File: config.mk
export PLATFORM = sky130hd
export DESIGN_NAME = pid_lock_sequencer_flat
export DESIGN_NICKNAME = d
export VERILOG_FILES = /design/src/rtl/pid_lock_sequencer_if.sv /design/src/rtl/pid_lock_sequencer.sv /design/src/flat_wrapper.sv
export SDC_FILE = /design/constraint.sdc
export NUM_CORES = 1
export LEC_CHECK = 0
export CAP_MARGIN = 20
export CORE_MARGIN = 3
export CORE_UTILIZATION = 53
export DETAILED_ROUTE_END_ITERATION = 12
export PLACE_DENSITY_LB_ADDON = 0.25
export SLEW_MARGIN = 0
export SYNTH_ARGS = -nofsm -noshare
export SYNTH_HDL_FRONTEND = slang
export SYNTH_SLANG_ARGS = --single-unit
File: constraint.sdc
create_clock -name clk_i -period 3.56 [get_ports clk_i]
set_input_delay 0.534 -clock clk_i [delete_from_list [all_inputs] [get_ports clk_i]]
set_output_delay 0.534 -clock clk_i [all_outputs]
set_load 0.005 [all_outputs]
File: src/rtl/pid_lock_sequencer_if.sv
// ----------------------------------------------------------------------------
// pid_lock_sequencer_if
// Groups the register-bank and datapath signals of one PID lock sequencer.
// Signal suffixes are written from the sequencer's point of view.
//   slave  modport : the sequencer itself
//   master modport : register bank / datapath / testbench side
// Optional: PID_LOCK_SEQ_TIMEOUT_EN adds search_timeout_i.
// ----------------------------------------------------------------------------
interface pid_lock_sequencer_if #(
    parameter int CNT_BITS   = 24,
    parameter int RETRY_BITS = 8,
    parameter int LOSS_BITS  = 16
);
    logic                  enable_i;
    logic                  near_res_i;
    logic [1:0]            railed_i;
    logic [CNT_BITS-1:0]   settle_cycles_i;
    logic [CNT_BITS-1:0]   lost_cycles_i;
    logic [RETRY_BITS-1:0] max_retries_i;
    logic                  ack_fault_i;
`ifdef PID_LOCK_SEQ_TIMEOUT_EN
    logic [CNT_BITS-1:0]   search_timeout_i;
`endif
    logic                  relock_on_o;
    logic                  pid_hold_o;
    logic                  int_clear_o;
    logic                  locked_o;
    logic [2:0]            state_o;
    logic [RETRY_BITS-1:0] retry_cnt_o;
    logic [LOSS_BITS-1:0]  loss_cnt_o;

    modport slave (
`ifdef PID_LOCK_SEQ_TIMEOUT_EN
        input  search_timeout_i,
`endif
        input  enable_i, near_res_i, railed_i, settle_cycles_i, lost_cycles_i,
               max_retries_i, ack_fault_i,
        output relock_on_o, pid_hold_o, int_clear_o, locked_o, state_o,
               retry_cnt_o, loss_cnt_o
    );

    modport master (
`ifdef PID_LOCK_SEQ_TIMEOUT_EN
        output search_timeout_i,
`endif
        output enable_i, near_res_i, railed_i, settle_cycles_i, lost_cycles_i,
               max_retries_i, ack_fault_i,
        input  relock_on_o, pid_hold_o, int_clear_o, locked_o, state_o,
               retry_cnt_o, loss_cnt_o
    );
endinterface

File: src/rtl/pid_lock_sequencer.sv
// ----------------------------------------------------------------------------
// pid_lock_sequencer
// Lock-acquisition supervisor for one PID channel: drives the relock sweep,
// integrator hold/clear, qualifies lock from the near-resonance flag,
// debounces lock loss, counts losses and faults after too many retries.
// Ports:
//   clk_i, rst_i : clock, asynchronous active-high reset
//   bus (slave)  : enable/near_res/railed/timing/retry-limit/ack inputs,
//                  relock_on/pid_hold/int_clear/locked/state/counters outputs
// Optional: PID_LOCK_SEQ_TIMEOUT_EN enables a SEARCH timeout that counts as
// a failed attempt and restarts the sweep.
//
// state  | meaning
// IDLE   | disabled, all outputs low
// SEARCH | sweep running, integrator held
// SETTLE | in window, waiting settle_cycles_i of dwell
// LOCKED | qualified lock
// LOST   | out of window, debouncing before declaring a loss
// FAULT  | retry limit reached, waiting for ack_fault_i
// ----------------------------------------------------------------------------
module pid_lock_sequencer #(
    parameter int CNT_BITS   = 24,
    parameter int RETRY_BITS = 8,
    parameter int LOSS_BITS  = 16
) (
    input logic                 clk_i,
    input logic                 rst_i,
    pid_lock_sequencer_if.slave bus
);
    typedef enum logic [2:0] {
        IDLE   = 3'd0,
        SEARCH = 3'd1,
        SETTLE = 3'd2,
        LOCKED = 3'd3,
        LOST   = 3'd4,
        FAULT  = 3'd5
    } state_t;

    state_t                state_q, state_d;
    logic [CNT_BITS-1:0]   timer_q, timer_d;
    logic [RETRY_BITS-1:0] retry_q, retry_d, retry_inc;
    logic [LOSS_BITS-1:0]  loss_q, loss_d;
    logic                  relock_q, relock_d;
    logic                  hold_q, hold_d;
    logic                  clear_q, clear_d;
    logic                  locked_q, locked_d;
    logic                  restart;      // SEARCH re-entered after a timeout
    logic                  retry_limit;

    assign retry_inc   = (&retry_q) ? retry_q : retry_q + 1'b1;
    // Limit is judged on the incremented count, i.e. the value after this failure.
    assign retry_limit = (bus.max_retries_i != '0) && (retry_inc >= bus.max_retries_i);

    always_comb begin
        state_d  = state_q;
        retry_d  = retry_q;
        loss_d   = loss_q;
        clear_d  = 1'b0;
        restart  = 1'b0;
        relock_d = 1'b0;
        hold_d   = 1'b0;
        locked_d = 1'b0;
        timer_d  = '0;

        if (!bus.enable_i) begin
            state_d = IDLE;
        end else begin
            case (state_q)
                IDLE: begin
                    state_d = SEARCH;
                    clear_d = 1'b1;
                end
                SEARCH: begin
                    if (bus.near_res_i) begin
                        state_d = SETTLE;
                    end
`ifdef PID_LOCK_SEQ_TIMEOUT_EN
                    else if ((bus.search_timeout_i != '0) &&
                             (timer_q >= bus.search_timeout_i)) begin
                        retry_d = retry_inc;
                        clear_d = 1'b1;
                        restart = 1'b1;
                        state_d = retry_limit ? FAULT : SEARCH;
                    end
`endif
                end
                SETTLE: begin
                    if (!bus.near_res_i) begin
                        state_d = SEARCH;
                    end else if (timer_q >= bus.settle_cycles_i) begin
                        state_d = LOCKED;
                    end
                end
                LOCKED: begin
                    // A full settle dwell in lock means the last attempt succeeded.
                    if (timer_q == bus.settle_cycles_i) begin
                        retry_d = '0;
                    end
                    if (!bus.near_res_i) begin
                        state_d = LOST;
                    end
                end
                LOST: begin
                    if (bus.near_res_i) begin
                        state_d = LOCKED;
                    end else if (timer_q >= bus.lost_cycles_i) begin
                        loss_d  = (&loss_q) ? loss_q : loss_q + 1'b1;
                        retry_d = retry_inc;
                        if (retry_limit) begin
                            state_d = FAULT;
                            clear_d = 1'b1;
                        end else begin
                            state_d = SEARCH;
                            clear_d = |bus.railed_i;
                        end
                    end
                end
                FAULT: begin
                    if (bus.ack_fault_i) begin
                        state_d = IDLE;
                    end
                end
                default: state_d = IDLE;
            endcase
        end

        if (state_d == IDLE) begin
            retry_d = '0;
        end

        // Outputs are registered, so they are decoded from the next state.
        case (state_d)
            SEARCH: begin
                relock_d = !restart;
                hold_d   = 1'b1;
            end
            SETTLE: relock_d = 1'b1;
            LOCKED, LOST: begin
                relock_d = 1'b1;
                locked_d = 1'b1;
            end
            FAULT:   hold_d = 1'b1;
            default: ;
        endcase

        if ((state_d != state_q) || restart) begin
            timer_d = '0;
        end else begin
            timer_d = (&timer_q) ? timer_q : timer_q + 1'b1;
        end
    end

    always_ff @(posedge clk_i or posedge rst_i) begin
        if (rst_i) begin
            state_q  <= IDLE;
            timer_q  <= '0;
            retry_q  <= '0;
            loss_q   <= '0;
            relock_q <= 1'b0;
            hold_q   <= 1'b0;
            clear_q  <= 1'b0;
            locked_q <= 1'b0;
        end else begin
            state_q  <= state_d;
            timer_q  <= timer_d;
            retry_q  <= retry_d;
            loss_q   <= loss_d;
            relock_q <= relock_d;
            hold_q   <= hold_d;
            clear_q  <= clear_d;
            locked_q <= locked_d;
        end
    end

    assign bus.relock_on_o = relock_q;
    assign bus.pid_hold_o  = hold_q;
    assign bus.int_clear_o = clear_q;
    assign bus.locked_o    = locked_q;
    assign bus.state_o     = state_q;
    assign bus.retry_cnt_o = retry_q;
    assign bus.loss_cnt_o  = loss_q;
endmodule

File: src/flat_wrapper.sv
// flat-port wrapper written by rule: the top's interface ports become plain ports
module pid_lock_sequencer_flat 
#(
    parameter int CNT_BITS   = 24,
    parameter int RETRY_BITS = 8,
    parameter int LOSS_BITS  = 16
)
  (clk_i, rst_i, bus_enable_i, bus_near_res_i, bus_railed_i, bus_settle_cycles_i, bus_lost_cycles_i, bus_max_retries_i, bus_ack_fault_i, bus_relock_on_o, bus_pid_hold_o, bus_int_clear_o, bus_locked_o, bus_state_o, bus_retry_cnt_o, bus_loss_cnt_o);
  pid_lock_sequencer_if #(.CNT_BITS(CNT_BITS), .RETRY_BITS(RETRY_BITS), .LOSS_BITS(LOSS_BITS)) bus_i ();
  input logic clk_i;
  input logic rst_i;
  input wire logic [$bits(bus_i.enable_i)-1:0] bus_enable_i;
  input wire logic [$bits(bus_i.near_res_i)-1:0] bus_near_res_i;
  input wire logic [$bits(bus_i.railed_i)-1:0] bus_railed_i;
  input wire logic [$bits(bus_i.settle_cycles_i)-1:0] bus_settle_cycles_i;
  input wire logic [$bits(bus_i.lost_cycles_i)-1:0] bus_lost_cycles_i;
  input wire logic [$bits(bus_i.max_retries_i)-1:0] bus_max_retries_i;
  input wire logic [$bits(bus_i.ack_fault_i)-1:0] bus_ack_fault_i;
  output wire logic [$bits(bus_i.relock_on_o)-1:0] bus_relock_on_o;
  output wire logic [$bits(bus_i.pid_hold_o)-1:0] bus_pid_hold_o;
  output wire logic [$bits(bus_i.int_clear_o)-1:0] bus_int_clear_o;
  output wire logic [$bits(bus_i.locked_o)-1:0] bus_locked_o;
  output wire logic [$bits(bus_i.state_o)-1:0] bus_state_o;
  output wire logic [$bits(bus_i.retry_cnt_o)-1:0] bus_retry_cnt_o;
  output wire logic [$bits(bus_i.loss_cnt_o)-1:0] bus_loss_cnt_o;
  assign bus_i.enable_i = bus_enable_i;
  assign bus_i.near_res_i = bus_near_res_i;
  assign bus_i.railed_i = bus_railed_i;
  assign bus_i.settle_cycles_i = bus_settle_cycles_i;
  assign bus_i.lost_cycles_i = bus_lost_cycles_i;
  assign bus_i.max_retries_i = bus_max_retries_i;
  assign bus_i.ack_fault_i = bus_ack_fault_i;
  assign bus_relock_on_o = bus_i.relock_on_o;
  assign bus_pid_hold_o = bus_i.pid_hold_o;
  assign bus_int_clear_o = bus_i.int_clear_o;
  assign bus_locked_o = bus_i.locked_o;
  assign bus_state_o = bus_i.state_o;
  assign bus_retry_cnt_o = bus_i.retry_cnt_o;
  assign bus_loss_cnt_o = bus_i.loss_cnt_o;
  pid_lock_sequencer #(.CNT_BITS(CNT_BITS), .RETRY_BITS(RETRY_BITS), .LOSS_BITS(LOSS_BITS)) u_core (.clk_i(clk_i), .rst_i(rst_i), .bus(bus_i));
endmodule
---- After elaboration in Yosys (flattened, before gate mapping) ----
Index checks and enable logic that the tools add are counted.
Widths: inputs -> output; s select.
word-level totals
  bits in registers ....................... 55
  memories kept ........................... 0
  input bits .............................. 63
  memory bits (writable) .................. 0
  bits in latches ......................... 0
  ROM bits ................................ 0
  output and inout bits ................... 31
cells by class
  shift operators ......................... 0
  $mul .................................... 0
  magnitude comparators ................... 3
  reduce and logical (&&, ||, !) cells .... 15
  multiplexer cells ....................... 27
  bitwise logic cells ..................... 2
  divide/modulo/power cells ............... 0
  eq/ne operators ......................... 16
  add/subtract/negate cells ............... 3
operator list
  cell                   count
  $ge 24x24->1           2
  $mux 24                2
  $mux 8                 6
  $mux 3                 9
  $add 24x1->24 const B  1
  $eq 24x24->1           1
  $reduce_and 24->1      1
  $pmux 3 s6             1
  $add 16x1->16 const B  1
  $pmux 8 s2             1
  $reduce_and 16->1      1
  $eq 3x2->1 const B     4
  $eq 3x3->1 const B     4
  $reduce_and 5->1       2
  $add 8x1->8 const B    1
  $ge 8x8->1             1
  $reduce_and 8->1       1
  $reduce_bool 8->1      1
  $mux 1                 7
  $eq 3x1->1 const B     2
  $logic_not 3->1        2
  $ne 3x1->1 const B     2
  $reduce_or 2->1        3
  $reduce_or 4->1        1
  other kinds (8)        9

---- Depth between registers and ports, before layout ----
Gate-level depths: netlist (run 1).
  depth in word-level cells ............... 12
  depth in mapped cells ................... 15

---- Least setup slack after synthesis (run 1) ----
Ideal clock, no wire load.
  path type ............................... reg2reg
  from .................................... reg u_core.retry_q[0] (netlist: u_core.bus.retry_cnt_o[0])
  to ...................................... reg u_core.retry_q[0] (netlist: u_core.bus.retry_cnt_o[0])
  setup time .............................. 153 ps
  arrival ................................. 3,015 ps
  slack ................................... 392 ps
  required time ........................... 3,407 ps
  stages on the path, launching flop included .. 15
  clock period less this slack ............ 3,168 ps
  cell sequence ........................... dfrtp_1 -> ha_1 -> and3_1 -> clkbuf_1 -> nand3_1 -> nand4_1 -> xnor2_1 -> ha_1 -> o211a_1 -> a211oi_1 -> a211oi_1 -> a31oi_1 -> o21ai_2 -> o41ai_4 -> o221ai_1
on the way
  word-level cells in the longest chain between the ends .. 12
  elaborated cells on any way between the ends .. 22
ends and longest elaborated chain
  element                                              RTL line                   source
  start, declared                                      pid_lock_sequencer.sv:41   logic [RETRY_BITS-1:0] retry_q, retry_d, retry_inc;
  start signal, assigned                               pid_lock_sequencer.sv:166  retry_q <= retry_d;
  $add 8x1->8 or $reduce_and 8->1 (tied branches)      pid_lock_sequencer.sv:50   assign retry_inc = (&retry_q) ? retry_q : retry_q + 1'b1;
  $mux 8 (*)                                           pid_lock_sequencer.sv:50
  $ge 8x8->1 (*)                                       pid_lock_sequencer.sv:52   assign retry_limit = (bus.max_retries_i != '0) && (retry_inc >= bus.max_retries_i);
  $logic_and 1x1->1 (*)                                pid_lock_sequencer.sv:52
  $mux 3 (*)                                           pid_lock_sequencer.sv:109  if (retry_limit) begin
  $mux 3 (*)                                           pid_lock_sequencer.sv:106  end else if (timer_q >= bus.lost_cycles_i) begin
  $mux 3 (*)                                           pid_lock_sequencer.sv:104  if (bus.near_res_i) begin
  $pmux 3 s6 (*)                                       pid_lock_sequencer.sv:68   case (state_q)
  $mux 3 (*)                                           pid_lock_sequencer.sv:65   if (!bus.enable_i) begin
  net u_core.state_d[2]                                pid_lock_sequencer.sv:39   state_t state_q, state_d;
  $logic_not 3->1 (*)                                  pid_lock_sequencer.sv:127  if (state_d == IDLE) begin
  $ne 3x1->1 (no source line) (tied with other cells)  n/a
  $reduce_and 5->1 (no source line)                    n/a
Mark *: on every way through the listed nets, which the timed path passes. The rest lies on a longest branch. The select of a mux whose other input is x is not followed.
A chain may end at the register's enable or synchronous reset.

---- Worst setup path after layout (run 1) ----
  from .................................... reg u_core.retry_q[5] (netlist: u_core.bus.retry_cnt_o[5])
  to ...................................... reg u_core.retry_q[0] (netlist: u_core.bus.retry_cnt_o[0])
The elaborated chain is that of the path after synthesis.

==> results of run 1 <==
## power breakdown
| part | switching [W] | internal (W) |
|---|---|---|
| Clock | 0.000223 | 0.000143 |
| Combinational | 0.000165 | 0.000175 |
| Sequential | 0.0000275 | 0.000644 |
| Total | 0.000415 | 0.000962 |
## flip-flops by register name (all words and copies together), names as in the netlist
register	flops
u_core.bus.locked_o	1
u_core.bus.relock_on_o	1
u_core.bus.loss_cnt_o	16
u_core.timer_q	24
u_core.bus.retry_cnt_o	8
u_core.bus.int_clear_o	1
u_core.bus.pid_hold_o	1
u_core.bus.state_o	3
## layout by cell type (no fill, tap or decap), types with 4 or more instances in the layout
master,count
a211oi_1,5
a21oi_1,27
and2_1,5
and3_1,7
and4_1,9
buf_4,10
clkbuf_8,5
clkdlybuf4s50_1,93
dfrtp_1,55
ha_1,59
inv_1,80
nand2_1,38
nand2b_1,5
nand3_1,14
nand4_1,15
nor2_1,19
nor2b_1,5
nor3_1,21
nor3b_1,7
nor4_1,32
o21a_1,4
o21ai_0,17
o22ai_1,8
xnor2_1,20
xor2_1,19
## metal layers
layer | track usage | vias up | share of wire
met5 | 0 | - | 0
met4 | 0.0515 | 0 | 0.012
met3 | 0.0311 | 14 | 0.039
met2 | 0.386 | 111 | 0.48
met1 | 0.307 | 2011 | 0.47
li1 | - | 2096 | -
## through the flow
stage	cells	setup slack, ns	cell area (um2)	TNS, ns
finish	734	0.244	5770	0
CTS	733	0.0112	5740	0
global placement	725	0.0358	5650	0
global route	734	0.0204	5770	0
floorplan	532	0.392	4550	0
detailed placement	725	-0.0420	5650	-0.0536
## final cells by class
class,instances,area (um2),area share
multi-input cells,380,2820,0.489
inverters,81,304,0.0527
clock inverters,3,22.5,0.00390
flip-flops and latches,55,1380,0.238
well taps,105,131,0.0228
clock buffers,5,68.8,0.0119
repair buffers,105,1050,0.181
## worst min path at each step
stage,from,endpoint,slack [ns],depth (start not counted)
final,u_core.bus.loss_cnt_o[14]$_DFFE_PP0P_,u_core.bus.loss_cnt_o[14]$_DFFE_PP0P_,0.50,1
after global routing,u_core.bus.loss_cnt_o[12]$_DFFE_PP0P_,u_core.bus.loss_cnt_o[12]$_DFFE_PP0P_,0.51,1
after detailed placement,u_core.bus.loss_cnt_o[14]$_DFFE_PP0P_,u_core.bus.loss_cnt_o[14]$_DFFE_PP0P_,0.48,1
after CTS,u_core.bus.loss_cnt_o[12]$_DFFE_PP0P_,u_core.bus.loss_cnt_o[12]$_DFFE_PP0P_,0.50,1
after global placement,u_core.bus.loss_cnt_o[15]$_DFFE_PP0P_,u_core.bus.loss_cnt_o[15]$_DFFE_PP0P_,0.47,1
after floorplan,u_core.bus.loss_cnt_o[15]$_DFFE_PP0P_,u_core.bus.loss_cnt_o[15]$_DFFE_PP0P_,0.48,1
## cell families (layout without fill, tap and decap cells)
group / after synthesis / in the layout / synth area share
adders and majority gates: 59 / 59 / 0.162
AOI/OAI and AO/OA: 92 / 92 / 0.144
muxes: 4 / 4 / 0.00907
xor gates and xnor gates: 40 / 40 / 0.0770
and+or+nand+nor: 185 / 185 / 0.223
DFF: 55 / 55 / 0.302
buffers and inverters: 97 / 194 / 0.0819
## repair_timing
item | 4_1_cts | 5_1_grt
resized for setup | 0 | 4
setup buffers | 0 | 1
endpoints found under the setup margin | 0 | 9
==> impl_metrics.ini, run 1 <==
[status]
status = complete, no violations

[drt]
drc = 0
post_drt_wl_per_cell_um = 15.3
first_pass_iters = 4
drtIter0Drc = 120
vias = 4232
final_antenna_net_count = 0
routed_wl_mm = 11.3
via_per_inst = 5.77

[clocking]
cts_hold_buffers = 0
clockRootBuffer = clkbuf_8
cts_buffers = 5
clock_path_buffers = 2
cts.clk_slew.worst_paths_ns = 0.11
htreeDepth = 2
cts.sinks = 55
clk_latency_ns = 0.31
cts_tree = yes

[synth]
synth_top_area_cell = dfrtp_1
synth-seq-cells = 55
synth_cells = 532
ys_async_sr_fraction = 1.00
synth-seq-area-share = 0.302
synthesis.area_mm2 = 0.00455
synthesis.nets = 654
yosys-top-cells-area = dfrtp_1 (30%), ha_1 (16%), inv_1 (6.7%)
synth_most_common_cell = inv_1
avgSynthCellArea_um2 = 8.56
synth_top_area_frac = 0.302
synth-edff-count = 0
synth_cell_type_count = 55
synthTopCellsByCount = inv_1 (81), ha_1 (59), dfrtp_1 (55)
synth_top_flop_cell = dfrtp_1
ys_warn_count = 0

[timing]
worst_pin_slew_ns = 0.816
fmax_mhz = 302
setup_viol = 0
rsz0062_at_grt = no
slew_headroom = 0.455
hold-worst-slack_ns = 0.502
post-route-period-util = 0.931
slew_viol_final = 0
hold_violations = 0
skew_ns = 0.00661
period_needed_ns = 3.32

[placement]
routabilityCongestion = 0.878
dp_hpwl_mm = 8.90
port_buffers = 93

[min_path]
hp-class = flop to flop

[floorplan]
start_util = 0.551
io_pins = 94
coreArea_mm2 = 0.00826
die-height_um = 98.7
dieArea_mm2 = 0.00974
die_x_um = 98.7
rows = 33

[global_routing]
grt_max_degree = 41
grt_pass1_wl_mm = 18.6
first_global_vias = 4043
antenna_found_initial = 0
grt_overflow = 0
grtUsageTotal = 0.226

[worst_setup_path]
crit_path_end = u_core.bus.retry_cnt_o[0]$_DFFE_PP0P_
worstPathCellList = inv_1, nor3_2, nand3_1, mux2i_2, ha_1, a211o_1, a311oi_1, o21ai_0, a31oi_1, o21ai_2, o41ai_4, buf_4, o221ai_1
crit_start = u_core.bus.retry_cnt_o[5]$_DFFE_PP0P_
crit_fanout = 8
reg2reg_slack_ns = 0.24
critPathTopFamily = compound AO/OA/AOI/OAI gates
critPathKind = flop to flop
slowest_stage = dfrtp_1
cp.required_ns = 3.75
start_kind = flop
cp-end-kind = flop
cp_slowest_stage_delay_ns = 0.45
crit_buf_inv = 2
arrival_ns = 3.51
reg2reg_from = u_core.bus.retry_cnt_o[5]$_DFFE_PP0P_
cp.depth = 13
rr_worst_depth = 13
r2r-end = u_core.bus.retry_cnt_o[0]$_DFFE_PP0P_

[finish]
diodes = 0
n_fill_cell = 664
nNetsFinal = 750
drive_gt1_frac = 0.0588
finish.utilization = 0.699
layout-area-overhead-vs-synth_pct = 26.8

[pwr]
ir_drop_mv = 0.151
p_per_area_mw_per_mm2 = 239
p_leak_nw = 2.77
p_total_w = 0.00138

[job]
cap_violations = 0
No activity file was read; power rests on OpenSTA's default activity.
==> inputs of run 2 (changes only) <==
- MAX_ROUTING_LAYER: default -> met4
==> run 2 against run 1 <==
- worst setup slack lost 0.016 ns
- count of clock-buffer cells in the layout is the same
- sequential power is essentially flat
- clock skew grew 0.00072 ns
- final area is the same
- critical path depth is the same
- routed wire length shrank 0.28%
- non-clock buffer count is the same
- combinational power is essentially flat
- via count shrank 0.83%
- worst hold slack lost 0.0064 ns
- largest cell class unchanged
- highest routed layer unchanged
==> impl_metrics.ini, run 2 (synthesized netlist as in run 1, its figures left out) <==
[status]
status = complete, no violations

[timing]
skew_ns = 0.00734
fmax_mhz = 300
setup_viol = 0
worst_pin_slew_ns = 0.758
slew_headroom = 0.491
rsz0062_at_grt = no
slew_viol_final = 0
post-route-period-util = 0.936
setup_tns_ns = 0
hold_violations = 0
hold-worst-slack_ns = 0.496
period_needed_ns = 3.33

[worst_setup_path]
arrival_ns = 3.54
start_kind = flop
cp_slowest_stage_delay_ns = 0.42
reg2reg_from = u_core.bus.retry_cnt_o[2]$_DFFE_PP0P_
critPathKind = flop to flop
slowest_stage = dfrtp_1
cp.required_ns = 3.77
cp-end-kind = flop
crit_start = u_core.bus.retry_cnt_o[2]$_DFFE_PP0P_
worstPathCellList = inv_1, nor3_1, nand3_1, mux2i_1, ha_1, a211o_1, a311oi_2, o21ai_1, a31oi_1, o21ai_2, o41ai_4, buf_4, o221ai_1
crit_fanout = 8

[drt]
drtIter0Drc = 183
final_antenna_net_count = 0
via_per_inst = 5.72
post_drt_wl_per_cell_um = 15.3
vias = 4197
drc = 0
first_pass_iters = 5
routed_wl_mm = 11.2

[floorplan]
die_x_um = 98.7
start_util = 0.551
coreArea_mm2 = 0.00826
die-height_um = 98.7
dieArea_mm2 = 0.00974
io_pins = 94
rows = 33

[pwr]
clock_power_share = 0.282
swShare = 0.312
intPower_w = 0.000971
p_leak_nw = 2.77
p_seq_frac = 0.476
netSwitchingPower_w = 0.000441
combPwrFrac = 0.242
ir_drop_mv = 0.203
p_per_area_mw_per_mm2 = 244

[clocking]
clk_latency_ns = 0.33
clock_path_buffers = 2
cts.clk_slew.worst_paths_ns = 0.12
clockRootBuffer = clkbuf_8
cts_hold_buffers = 0
cts_tree = yes
htreeDepth = 2
cts.sinks = 55
cts_buffers = 5

[global_routing]
antenna_found_initial = 0
first_global_vias = 3993
grtUsageTotal = 0.236
grt_overflow = 0
grt_max_degree = 29
grt_pass1_wl_mm = 18.7

[finish]
diodes = 0
final_cell_area_mm2 = 0.00577
mostFrequentLayoutCell = clkdlybuf4s50_1
regMostFlops = u_core.timer_q
largest_reg_flops = 24
nNetsFinal = 750
final_cell_mix = clkdlybuf4s50_1 (93), inv_1 (80), ha_1 (59), dfrtp_1 (55), nand2_1 (38)
layout-area-overhead-vs-synth_pct = 26.8
drive_gt1_frac = 0.0572
finish.utilization = 0.699

[placement]
routabilityCongestion = 0.902
dp_hpwl_mm = 8.78
place_area_mm2 = 0.00565
port_buffers = 93

[min_path]
hp-start = u_core.bus.loss_cnt_o[14]$_DFFE_PP0P_
hp-class = flop to flop

[job]
cap_violations = 0
## run 2: final timing paths
| kind | to | slack (ns) | cells past startpoint |
|---|---|---|---|
| min in group asynchronous | u_core.bus.loss_cnt_o[7]$_DFFE_PP0P_ | 0.58 | 2 |
| max in group asynchronous | u_core.timer_q[10]$_DFFE_PP0P_ | 2.30 | 3 |
| worst min-delay path | u_core.bus.loss_cnt_o[14]$_DFFE_PP0P_ | 0.50 | 1 |
| worst max register to register | u_core.bus.retry_cnt_o[0]$_DFFE_PP0P_ | 0.23 | 13 |
| worst max-delay path | u_core.bus.retry_cnt_o[0]$_DFFE_PP0P_ | 0.23 | 13 |
| worst min register to register | u_core.bus.loss_cnt_o[14]$_DFFE_PP0P_ | 0.50 | 1 |
## run 2: per-stage QoR
stage	setup WS [ns]	cells	power, W
after detailed placement	-0.0714	725	0.00102
after global routing	0.0337	734	0.00148
final	0.229	734	0.00141
after CTS	0.164	734	0.00141
after floorplan	0.392	532	0.000868
after global placement	0.0307	725	0.00101
## run 2: worst max-delay path: cells and delay by family (launching register included)
family          cells  cell delay (ns)
mux                 1             0.26
compound gates      7             1.49
simple gates        2             0.41
fa+ha+maj           1             0.34
flops               1             0.42
buf+inv             2             0.28
## run 2: what timing repair did
action	in CTS	in global routing
setup endpoints to repair	8	8
pin swaps	1	0
gates resized for setup	0	4
setup buffers	1	0
## run 2: per-layer routing
metal / share of wire / track usage / routed length [um]
met5: 0 / - / 0
met4: 0.013 / 0.0525 / 142
met3: 0.051 / 0.0403 / 570
met2: 0.47 / 0.371 / 5280
met1: 0.47 / 0.322 / 5240
## run 2: layout make-up
class | instances | area (um2)
clock inverters | 3 | 31.3
repair buffers | 105 | 1050
multi-input cells | 380 | 2820
clock buffers | 5 | 68.8
fillers | 648 | 2480
flip-flops and latches | 55 | 1380
well taps | 105 | 131
inverters | 81 | 304
## run 2: power groups by stage
stage / Sequential (W) / Clock, W / Combinational (W)
after global routing: 0.000675 / 0.000427 / 0.000383
after detailed placement: 0.000684 / 0 / 0.000337
after global placement: 0.000683 / 0 / 0.000325
after CTS: 0.000671 / 0.000401 / 0.000342
after floorplan: 0.000674 / 0 / 0.000195
final: 0.000671 / 0.000398 / 0.000341
==> RTL change (flow settings as in run 1) <==
`LOSS_BITS` is set to 16 in 3 places; all go to 14.
--- a/src/rtl/pid_lock_sequencer_if.sv
+++ b/src/rtl/pid_lock_sequencer_if.sv
@@ -9,7 +9,7 @@
 interface pid_lock_sequencer_if #(
     parameter int CNT_BITS   = 24,
     parameter int RETRY_BITS = 8,
-    parameter int LOSS_BITS  = 16
+    parameter int LOSS_BITS  = 14
 );
     logic                  enable_i;
     logic                  near_res_i;
--- a/src/rtl/pid_lock_sequencer.sv
+++ b/src/rtl/pid_lock_sequencer.sv
@@ -21,7 +21,7 @@
 module pid_lock_sequencer #(
     parameter int CNT_BITS   = 24,
     parameter int RETRY_BITS = 8,
-    parameter int LOSS_BITS  = 16
+    parameter int LOSS_BITS  = 14
 ) (
     input logic                 clk_i,
     input logic                 rst_i,
--- a/src/flat_wrapper.sv
+++ b/src/flat_wrapper.sv
@@ -3,7 +3,7 @@
 #(
     parameter int CNT_BITS   = 24,
     parameter int RETRY_BITS = 8,
-    parameter int LOSS_BITS  = 16
+    parameter int LOSS_BITS  = 14
 )
   (clk_i, rst_i, bus_enable_i, bus_near_res_i, bus_railed_i, bus_settle_cycles_i, bus_lost_cycles_i, bus_max_retries_i, bus_ack_fault_i, bus_relock_on_o, bus_pid_hold_o, bus_int_clear_o, bus_locked_o, bus_state_o, bus_retry_cnt_o, bus_loss_cnt_o);
   pid_lock_sequencer_if #(.CNT_BITS(CNT_BITS), .RETRY_BITS(RETRY_BITS), .LOSS_BITS(LOSS_BITS)) bus_i ();
Interface: changed (resized bus_loss_cnt_o); port bits go from 94 to 92. No check against the original RTL was run, so the function may have changed too.
==> RTL change against run 1 <==
- critical path depth down 2
- wire length down 7.9%
- count of clock-buffer cells in the layout unchanged
- cell count down 4.0%
- maximum frequency down 2.5%
- register-to-register slack better by 0.09 ns
- first-iteration DRC count rose to 2.6 times the old value
- largest power group unchanged
- synthesized area down 5.7%
- sequential cell count down 2
- worst setup slack worse by 0.084 ns
- cell area down 5.7%
- highest routed layer unchanged
- power down 7.7%
- die area down 5.3%
==> RTL change: results <==
{
  "status": "completed",
  "cp_max_fo": 15,
  "antenna_found_initial": 0,
  "cts-root-buf": "clkbuf_8",
  "synth_seq_area_share": 0.3089,
  "arrival_ns": 3.64,
  "leakagePower_uw": 0.002637,
  "synthTopCellsByCount": "inv_1, ha_1, dfrtp_1, nor3_1, nand2_1",
  "hold_viol": 0,
  "num_vias": 3986,
  "hpwl_um": 7970,
  "ys_types": 51,
  "fin_worst_skew_ns": 0.01226,
  "avgRoutedWirePerCell_um": 14.71,
  "synth_nets": 633,
  "dr.pass1.iters": 5,
  "gp_congestion": 0.8689,
  "tightest_slew_ns": 0.8149,
  "hold_class": "flop to flop",
  "grt_pass1_vias": 3801,
  "grt_max_degree": 54,
  "numCtsBuffers": 5,
  "synth_area_leaders": "dfrtp_1, ha_1, inv_1",
  "wirelength_um": 10370,
  "setup_slack_ns": 0.1605,
  "fin_nets": 724,
  "r2r_slack_ns": 0.33,
  "largest_reg_flops": 24,
  "r2r_start": "u_core.timer_q[21]$_DFFE_PP0P_",
  "place_area_um2": 5319,
  "p_int_uw": 902.0,
  "port-buffer-count": 91,
  "htreeDepth": 2,
  "placed_cells": 695,
  "ir_drop_mv": 0.1650,
  "reg2reg_depth": 9,
  "pwr_density_cell_nw_per_um2": 233.3,
  "syn_inst": 511,
  "timing.rr.end": "u_core.bus.loss_cnt_o[7]$_DFFE_PP0P_",
  "drt_iter0_markers": 310,
  "crit_start": "bus_lost_cycles_i[23]",
  "drive_above_1_share": 0.04312,
  "worstSkewPairLatency_ns": 0.32,
  "pwr-share-seq": 0.502,
  "clockBufferDepth": 2,
  "grt.total_usage": 0.2285,
  "grt_pass1_wl_um": 16910,
  "ys_warn_count": 0,
  "clk_pin_slew_ns": 0.10,
  "comb_power_uw": 272,
  "fill_cells": 636,
  "pre_cts_ws_ns": -0.06871,
  "crit_type": "primary input to flop"
}
-- RTL change: changes by cell type after synthesis, sizes merged, moves of 3 or more --
cell / change
a211oi: -5
a21o: +4
a32o: +7
and2: -3
and4: -9
inv: -15
nand3: +10
nor2: +13
nor3: +20
nor3b: -5
nor4: -21
o211ai: +3
o22ai: -8
-- RTL change: kinds of logic after synthesis --
| family | share of synthesized area |
|---|---|
| flip-flops | 0.3089 |
| XOR/XNOR | 0.08129 |
| adder cells (fa/ha/maj) | 0.1719 |
| buffers and inverters | 0.07401 |
| AO/OA/AOI/OAI | 0.1337 |
| AND/OR/NAND/NOR | 0.2252 |
| multiplexers | 0.004953 |
-- RTL change: worst min path at each step --
stage                                              start                              endpoint  slack (ns)  depth (start not counted)
finish              u_core.bus.loss_cnt_o[4]$_DFFE_PP0P_  u_core.bus.loss_cnt_o[4]$_DFFE_PP0P_        0.49                          1
CTS                 u_core.bus.loss_cnt_o[4]$_DFFE_PP0P_  u_core.bus.loss_cnt_o[4]$_DFFE_PP0P_        0.49                          1
global route        u_core.bus.loss_cnt_o[8]$_DFFE_PP0P_  u_core.bus.loss_cnt_o[8]$_DFFE_PP0P_        0.53                          1
detailed placement  u_core.bus.loss_cnt_o[4]$_DFFE_PP0P_  u_core.bus.loss_cnt_o[4]$_DFFE_PP0P_        0.47                          1
floorplan           u_core.bus.loss_cnt_o[8]$_DFFE_PP0P_  u_core.bus.loss_cnt_o[8]$_DFFE_PP0P_        0.48                          1
global placement    u_core.bus.loss_cnt_o[4]$_DFFE_PP0P_  u_core.bus.loss_cnt_o[4]$_DFFE_PP0P_        0.48                          1
-- RTL change: metal layers --
metal | up-vias | global-route usage | share of wire
met2 | 146 | 0.3847 | 0.48
met5 | - | 0 | 0
met3 | 10 | 0.02502 | 0.059
met1 | 1840 | 0.3132 | 0.45
met4 | 0 | 0.05806 | 0.0096
li1 | 1990 | - | -
-- RTL change: worst max-delay path, stage by stage --
cell	delay [ns]
clkdlybuf4s50_1	0.45
inv_1	0.04
ha_1	0.31
nand4_1	0.15
nor4_1	0.50
o21ai_0	0.17
a21oi_1	0.55
o21ai_1	0.12
buf_4	0.21
nor4_1	0.40
xor2_1	0.20
-- RTL change: final cells by class --
| type | count | area (um2) | share of cell area |
|---|---|---|---|
| Timing Repair Buffer | 98 | 989.7 | 0.1818 |
| Multi-Input combinational cell | 378 | 2658 | 0.4881 |
| Clock buffer | 5 | 68.82 | 0.01264 |
| Sequential cell | 53 | 1328 | 0.2438 |
| Clock inverter | 3 | 26.28 | 0.004825 |
| Tap cell | 102 | 127.6 | 0.02344 |
| Inverter | 66 | 247.7 | 0.04550 |
-- RTL change: timing repair --
item / in CTS / in global routing
resized for setup: 0 / 4
setup endpoints to repair: 0 / 27
hold buffers: 0 / 0
